**config.mk**
```make
export PLATFORM = sky130hd
export DESIGN_NAME = alu_issue_queue
export DESIGN_NICKNAME = d
export VERILOG_FILES = /design/src/rtl/alu_issue_queue.sv
export SDC_FILE = /design/constraint.sdc
export NUM_CORES = 2
export LEC_CHECK = 0
export BUFFER_PORTS_ARGS = -buffer_cell sky130_fd_sc_hd__buf_2
export CAP_MARGIN = 20
export CORE_UTILIZATION = 52
export DETAILED_ROUTE_END_ITERATION = 10
export PLACE_DENSITY = 0.75
export SYNTH_ARGS = -nofsm -noshare
export SYNTH_HDL_FRONTEND = slang
export SYNTH_SLANG_ARGS = --single-unit
```
**constraint.sdc**
```tcl
create_clock -name in_clk -period 4.7 [get_ports in_clk]
set_clock_uncertainty 0.1 [all_clocks]
set_input_delay 0.94 -clock in_clk [delete_from_list [all_inputs] [get_ports in_clk]]
set_output_delay 0.94 -clock in_clk [all_outputs]
set_load 0.05 [all_outputs]
```
**src/rtl/alu_issue_queue.sv**
```systemverilog
`default_nettype none
// ============================================================================
//  Module      : alu_issue_queue
//  Description : Reservation station and issue scheduler for the arithmetic
//                execute unit. A collapsing queue of dispatched ALU micro-ops
//                captures missing operands from the CDB by tag. The oldest
//                fully-ready entry moves into a registered valid/ready issue
//                port feeding the non-pipelined ALU.
//  Revision    : 1.0 - initial release
// ============================================================================
module alu_issue_queue #(
  parameter int DEPTH  = 4,
  parameter int TAG_W  = 4,
  parameter int DATA_W = 64,
  parameter int OP_W   = 4
) (
  input  logic                         in_clk,
  input  logic                         in_rst_n,
  input  logic                         in_flush,
  input  logic                         in_disp_valid,
  output logic                         out_disp_ready,
  input  logic [OP_W-1:0]              in_disp_op,
  input  logic                         in_disp_set_cc,
  input  logic [TAG_W-1:0]             in_disp_tag,
  input  logic                         in_disp_a_rdy,
  input  logic [TAG_W-1:0]             in_disp_a_tag,
  input  logic [DATA_W-1:0]            in_disp_a_val,
  input  logic                         in_disp_b_rdy,
  input  logic [TAG_W-1:0]             in_disp_b_tag,
  input  logic [DATA_W-1:0]            in_disp_b_val,
  input  logic                         in_cdb_valid,
  input  logic [TAG_W-1:0]             in_cdb_tag,
  input  logic [DATA_W-1:0]            in_cdb_val,
  output logic                         out_iss_valid,
  input  logic                         in_iss_ready,
  output logic [OP_W-1:0]              out_iss_op,
  output logic                         out_iss_set_cc,
  output logic [TAG_W-1:0]             out_iss_tag,
  output logic [DATA_W-1:0]            out_iss_a,
  output logic [DATA_W-1:0]            out_iss_b,
  output logic [$clog2(DEPTH+1)-1:0]   out_count
);

  localparam int CW = $clog2(DEPTH + 1);
  localparam int IW = $clog2(DEPTH);
  localparam logic [CW-1:0] C_DEPTH = CW'(DEPTH);

  typedef struct packed {
    logic [OP_W-1:0]   op;
    logic              set_cc;
    logic [TAG_W-1:0]  tag;
    logic              a_rdy;
    logic [TAG_W-1:0]  a_tag;
    logic [DATA_W-1:0] a_val;
    logic              b_rdy;
    logic [TAG_W-1:0]  b_tag;
    logic [DATA_W-1:0] b_val;
  } entry_t;

  typedef enum logic [0:0] {
    ISS_EMPTY = 1'b0,
    ISS_FULL  = 1'b1
  } iss_state_t;

  // Slots [0, r_count) are valid; slot 0 is the oldest.
  entry_t            r_q     [DEPTH];
  entry_t            w_wk    [DEPTH];
  entry_t            w_q_nxt [DEPTH];
  entry_t            w_disp_ent;
  logic [CW-1:0]     r_count;
  logic [CW-1:0]     w_count_nxt;
  logic [CW-1:0]     w_wr_idx;
  logic [IW-1:0]     w_sel;
  logic              w_any_rdy;
  logic              w_take;
  logic              w_disp_fire;
  iss_state_t        r_state;
  iss_state_t        w_state_nxt;
  logic [OP_W-1:0]   r_iss_op;
  logic              r_iss_set_cc;
  logic [TAG_W-1:0]  r_iss_tag;
  logic [DATA_W-1:0] r_iss_a;
  logic [DATA_W-1:0] r_iss_b;

  assign out_disp_ready = (r_count != C_DEPTH) & ~in_flush;
  assign out_count      = r_count;
  assign out_iss_valid  = (r_state == ISS_FULL);
  assign out_iss_op     = r_iss_op;
  assign out_iss_set_cc = r_iss_set_cc;
  assign out_iss_tag    = r_iss_tag;
  assign out_iss_a      = r_iss_a;
  assign out_iss_b      = r_iss_b;

  assign w_disp_fire = in_disp_valid & out_disp_ready;
  // Select looks only at registered ready bits, so a wakeup this cycle issues next cycle.
  assign w_take      = w_any_rdy & ((r_state == ISS_EMPTY) | in_iss_ready);
  assign w_wr_idx    = r_count - CW'(w_take);
  assign w_count_nxt = r_count + CW'(w_disp_fire) - CW'(w_take);

  // Dispatch entry, capturing an operand from the same-cycle CDB when it is still pending.
  always_comb begin
    w_disp_ent        = '0;
    w_disp_ent.op     = in_disp_op;
    w_disp_ent.set_cc = in_disp_set_cc;
    w_disp_ent.tag    = in_disp_tag;
    w_disp_ent.a_tag  = in_disp_a_tag;
    w_disp_ent.b_tag  = in_disp_b_tag;
    w_disp_ent.a_rdy  = in_disp_a_rdy;
    w_disp_ent.a_val  = in_disp_a_val;
    w_disp_ent.b_rdy  = in_disp_b_rdy;
    w_disp_ent.b_val  = in_disp_b_val;
    if (!in_disp_a_rdy && in_cdb_valid && (in_disp_a_tag == in_cdb_tag)) begin
      w_disp_ent.a_rdy = 1'b1;
      w_disp_ent.a_val = in_cdb_val;
    end
    if (!in_disp_b_rdy && in_cdb_valid && (in_disp_b_tag == in_cdb_tag)) begin
      w_disp_ent.b_rdy = 1'b1;
      w_disp_ent.b_val = in_cdb_val;
    end
  end

  // CDB wakeup of stored entries and lowest-index ready selection.
  always_comb begin
    w_any_rdy = 1'b0;
    w_sel     = '0;
    for (int i = DEPTH - 1; i >= 0; i--) begin
      w_wk[i] = r_q[i];
      if (in_cdb_valid && !r_q[i].a_rdy && (r_q[i].a_tag == in_cdb_tag)) begin
        w_wk[i].a_rdy = 1'b1;
        w_wk[i].a_val = in_cdb_val;
      end
      if (in_cdb_valid && !r_q[i].b_rdy && (r_q[i].b_tag == in_cdb_tag)) begin
        w_wk[i].b_rdy = 1'b1;
        w_wk[i].b_val = in_cdb_val;
      end
      if ((CW'(i) < r_count) && r_q[i].a_rdy && r_q[i].b_rdy) begin
        w_any_rdy = 1'b1;
        w_sel     = IW'(i);
      end
    end
  end

  // Collapse over the selected slot, then append any dispatch at the new tail.
  always_comb begin
    for (int i = 0; i < DEPTH; i++) begin
      w_q_nxt[i] = w_wk[i];
      if (w_take && (IW'(i) >= w_sel)) begin
        w_q_nxt[i] = w_wk[(i == DEPTH - 1) ? i : i + 1];
      end
      if (w_disp_fire && (CW'(i) == w_wr_idx)) begin
        w_q_nxt[i] = w_disp_ent;
      end
    end
  end

  // Queue storage and occupancy; slots beyond r_count are don't-care after a flush.
  always_ff @(posedge in_clk or negedge in_rst_n) begin
    if (!in_rst_n) begin
      r_count <= '0;
      for (int i = 0; i < DEPTH; i++) begin
        r_q[i] <= '0;
      end
    end else if (in_flush) begin
      r_count <= '0;
    end else begin
      r_count <= w_count_nxt;
      for (int i = 0; i < DEPTH; i++) begin
        r_q[i] <= w_q_nxt[i];
      end
    end
  end

  // Issue register state.
  always_ff @(posedge in_clk or negedge in_rst_n) begin
    if (!in_rst_n) begin
      r_state <= ISS_EMPTY;
    end else begin
      r_state <= w_state_nxt;
    end
  end

  // Issue register next state: fill when empty, drain or reload on ALU accept.
  always_comb begin
    w_state_nxt = r_state;
    if (in_flush) begin
      w_state_nxt = ISS_EMPTY;
    end else begin
      case (r_state)
        ISS_EMPTY: if (w_any_rdy) w_state_nxt = ISS_FULL;
        ISS_FULL:  if (in_iss_ready) w_state_nxt = w_any_rdy ? ISS_FULL : ISS_EMPTY;
        default:   w_state_nxt = ISS_EMPTY;
      endcase
    end
  end

  // Issue payload: loaded only on a take, so it holds steady while stalled.
  always_ff @(posedge in_clk or negedge in_rst_n) begin
    if (!in_rst_n) begin
      r_iss_op     <= '0;
      r_iss_set_cc <= 1'b0;
      r_iss_tag    <= '0;
      r_iss_a      <= '0;
      r_iss_b      <= '0;
    end else if (!in_flush && w_take) begin
      r_iss_op     <= r_q[w_sel].op;
      r_iss_set_cc <= r_q[w_sel].set_cc;
      r_iss_tag    <= r_q[w_sel].tag;
      r_iss_a      <= r_q[w_sel].a_val;
      r_iss_b      <= r_q[w_sel].b_val;
    end
  end

endmodule
`default_nettype wire
```
==> run metrics <==
status=completed; Worst EP arrival=4.59 ns; DRT Wirelength=around 160000 um; post-DP HPWL=approximately 87000 um; number of fillers in the final layout=about 7100; # resized after CTS=0; Sw Ratio=44.8%; pre-CTS setup slack=0.592 ns; Final nets=4431; antenna violations before repair=20; Top cell by count, worst path=ha_1; clk sinks=729; dominant synthesized flop cell=dfrtp_1; Flop pwr share=29.6%; Worst-Margin Slew=1.26 ns; PD cells=826 nW/um2; GR Util All Layers=37.0%; post-detailed-route count of antenna-violating nets=0; Setup Viol. Count Final=0; Hold/Removal Path Class=primary input to async pin; Critical Path Source Type=flop; Final min period=4.19 ns; crit path from=out_count[1]; Die H=294 um; WS Path Type=flop to flop; syn_area_per_cell=10.7 um2; Psw=18.4 mW; asr flop ratio synth=100%; Mapped Cells=around 4200; Cell Rows=106; CP Data Required Time=5.11 ns; Clk pwr share=16.5%; Port Buffers=362; Internal=22.8 mW; Comb power frac=53.9%; clock-pin slew on the worst setup and hold paths=0.06 ns; Final Max Tran Viols=0; unrepaired setup endpoints after global routing=false; first-pass GRT wire length=245000 um; clk_lat worst skew=0.65 ns; Hold Vio Cnt, Final=0; most numerous cell in the Yosys netlist=dfrtp_1; die width=294 um; slew margin rel.=15.8%; Critical R2R Launch=out_count[1]; largest vdd supply drop=~0.9 mV; #FFs+latches synth=729; final setup margin=0.513 ns; Bufs and invs on worst path=2; vias in the first global route=39000; share of layout cells above drive strength 1=23.6%; drt wl/cell=between 30 and 40 um; slowest stage cell, crit path=or3_4; clock tree from TritonCTS=built; CTS root buf=clkbuf_16; worst path cell trace=inv_1 > ha_1 > and3b_1 > nand2_1 > a311oi_2 > ha_1 > o211ai_1 > o21ai_0 > nand3_1 > or3_4 > buf_4 > mux2i_1 > mux2_1; crit-path leading delay family=simple AND/OR/NAND/NOR gates; area delta synth->final=12.4%; multi-input combinational cell area=24200 um2; post-CTS setup buffer count=0; total CTS buffers=84; Post-Syn Nets=4383; Mapped Area=44400 um2; top cells by area, synth=dfrtp_1 (41%), mux2i_1 (15%), mux2_2 (5.0%); max frequency=between 200 and 250 MHz; DR pass1 iterations=6; grt total ovfl=0; Max-Cap Viols=0; Pleak=22.3 nW; Synth top area share=41.1%; post-synthesis sequential area ratio=41.1%; Tcrit/Tclk final=89.1%; synth warn=0; H-tree depth=3; Core Area=84100 um2; Synth area leader=dfrtp_1; final RePlAce weighted congestion=0.850; register area=~18000 um2; crit-path max cell delay=0.69 ns; worst-path fanout max=32; Initial Utilization=52.8%; EDFF count, synth=0; # IOs=roughly 360; largest net degree at the start of global routing=211; # DRC=0; DR vias=39500; CP endpoint kind=flop; Yosys cell types=between 60 and 70; setup TNS=0 ns; 1st-iter DRT viols=approximately 5300; # hold bufs at CTS=0; DIE AREA=86500 um2; ranking of synthesized cells by instance count=dfrtp_1 (729), mux2i_1 (662), clkbuf_1 (314); vias per cell=7.30; Clock Tree Buf Depth=3
-- kinds of logic after synthesis --
group	synth area share [%]
XOR/XNOR	0.632
multiplexers	22.3
flip-flops	41.1
AO/OA/AOI/OAI	23.6
buffers and inverters	4.93
AND/OR/NAND/NOR	7.27
adder cells (fa/ha/maj)	0.186
-- worst paths after layout --
| check | cells past startpoint | to | slack, ns |
|---|---|---|---|
| min in group in_clk | 2 | out_iss_b[50] | 0.38 |
| setup / recovery | 13 | r_q[513] | 0.51 |
| hold / removal | 1 | out_iss_b[50] | 0.28 |
| max in group asynchronous | 3 | r_q[30] | 2.98 |
| setup reg to reg | 13 | r_q[513] | 0.51 |
| hold reg to reg | 2 | out_iss_b[50] | 0.38 |
-- through the flow --
stage                     area, um2  instances  utilization, %  power [mW]  hold slack (ns)
after floorplan               44400       4156               -        27.5            0.364
after global placement        47000       5251            55.9        33.2            0.365
after detailed placement      47000       5251            55.9        33.8            0.369
after CTS                     49800       5395            59.3        40.6            0.298
after global routing          49900       5407            59.3        42.9            0.331
final                         49900       5410            59.3        41.2            0.278
-- placed cells by master, fill, tap and decap left out, types with 5 or more instances in the layout --
master and count:
o2bb2ai_1 17, buf_2 360, a22oi_1 18, nor3_1 11, nand4b_1 5, and2_1 15
nor2_1 26, xor2_1 22, mux2_2 197, clkbuf_1 21, mux2_1 26, dfrtp_1 729
buf_4 57, nor2b_1 7, diode_2 14, a31oi_1 5, ha_1 5, inv_1 14
o221ai_1 139, nand2b_1 138, mux2_4 50, a21oi_1 278, xnor2_1 10, nand2_1 280
buf_12 43, o211ai_1 129, clkbuf_8 24, o22ai_1 14, clkbuf_16 86, o21ai_0 5
o32a_1 130, o31ai_1 128, a221oi_1 128, o221a_2 128, a2bb2oi_1 129, bufinv_16 5
a221o_1 18, and3_1 129, mux2i_1 659
-- power by group through the flow --
stage / Combinational [mW] / Clock, mW / Sequential [mW]
floorplan: 14.3 / 0 / 13.2
global placement: 21.2 / 0 / 12.0
detailed placement: 21.7 / 0 / 12.1
CTS: 21.8 / 6.80 / 12.0
global route: 23.4 / 7.05 / 12.5
finish: 22.2 / 6.78 / 12.2
-- routing by layer --
metal | up-vias | wire, um | GRT usage (%)
met2 | 2888 | 71900 | 55.7
met4 | 10 | 7260 | 16.8
met3 | 539 | 19700 | 8.78
met5 | - | 64 | 0
li1 | 16300 | - | -
met1 | 19800 | 64800 | 50.4
-- flip-flops by register name, summed over array words and instances (netlist names) --
| name | flops |
|---|---|
| r_q | 588 |
| out_iss_a | 64 |
| out_iss_b | 64 |
| out_iss_op | 4 |
| out_iss_tag | 4 |
| out_count | 3 |
| out_iss_set_cc | 1 |
| out_iss_valid | 1 |
-- cell type report --
cell class              count  area share [%]
inverters                  15           0.123
clock buffers             131            5.13
diodes                     14          0.0702
repair buffers            463            6.31
multi-input cells        2911            48.5
well taps                1134            2.84
clock inverters            13           0.454
flip-flops and latches    729            36.6
Power figures use the tool's default switching activity.
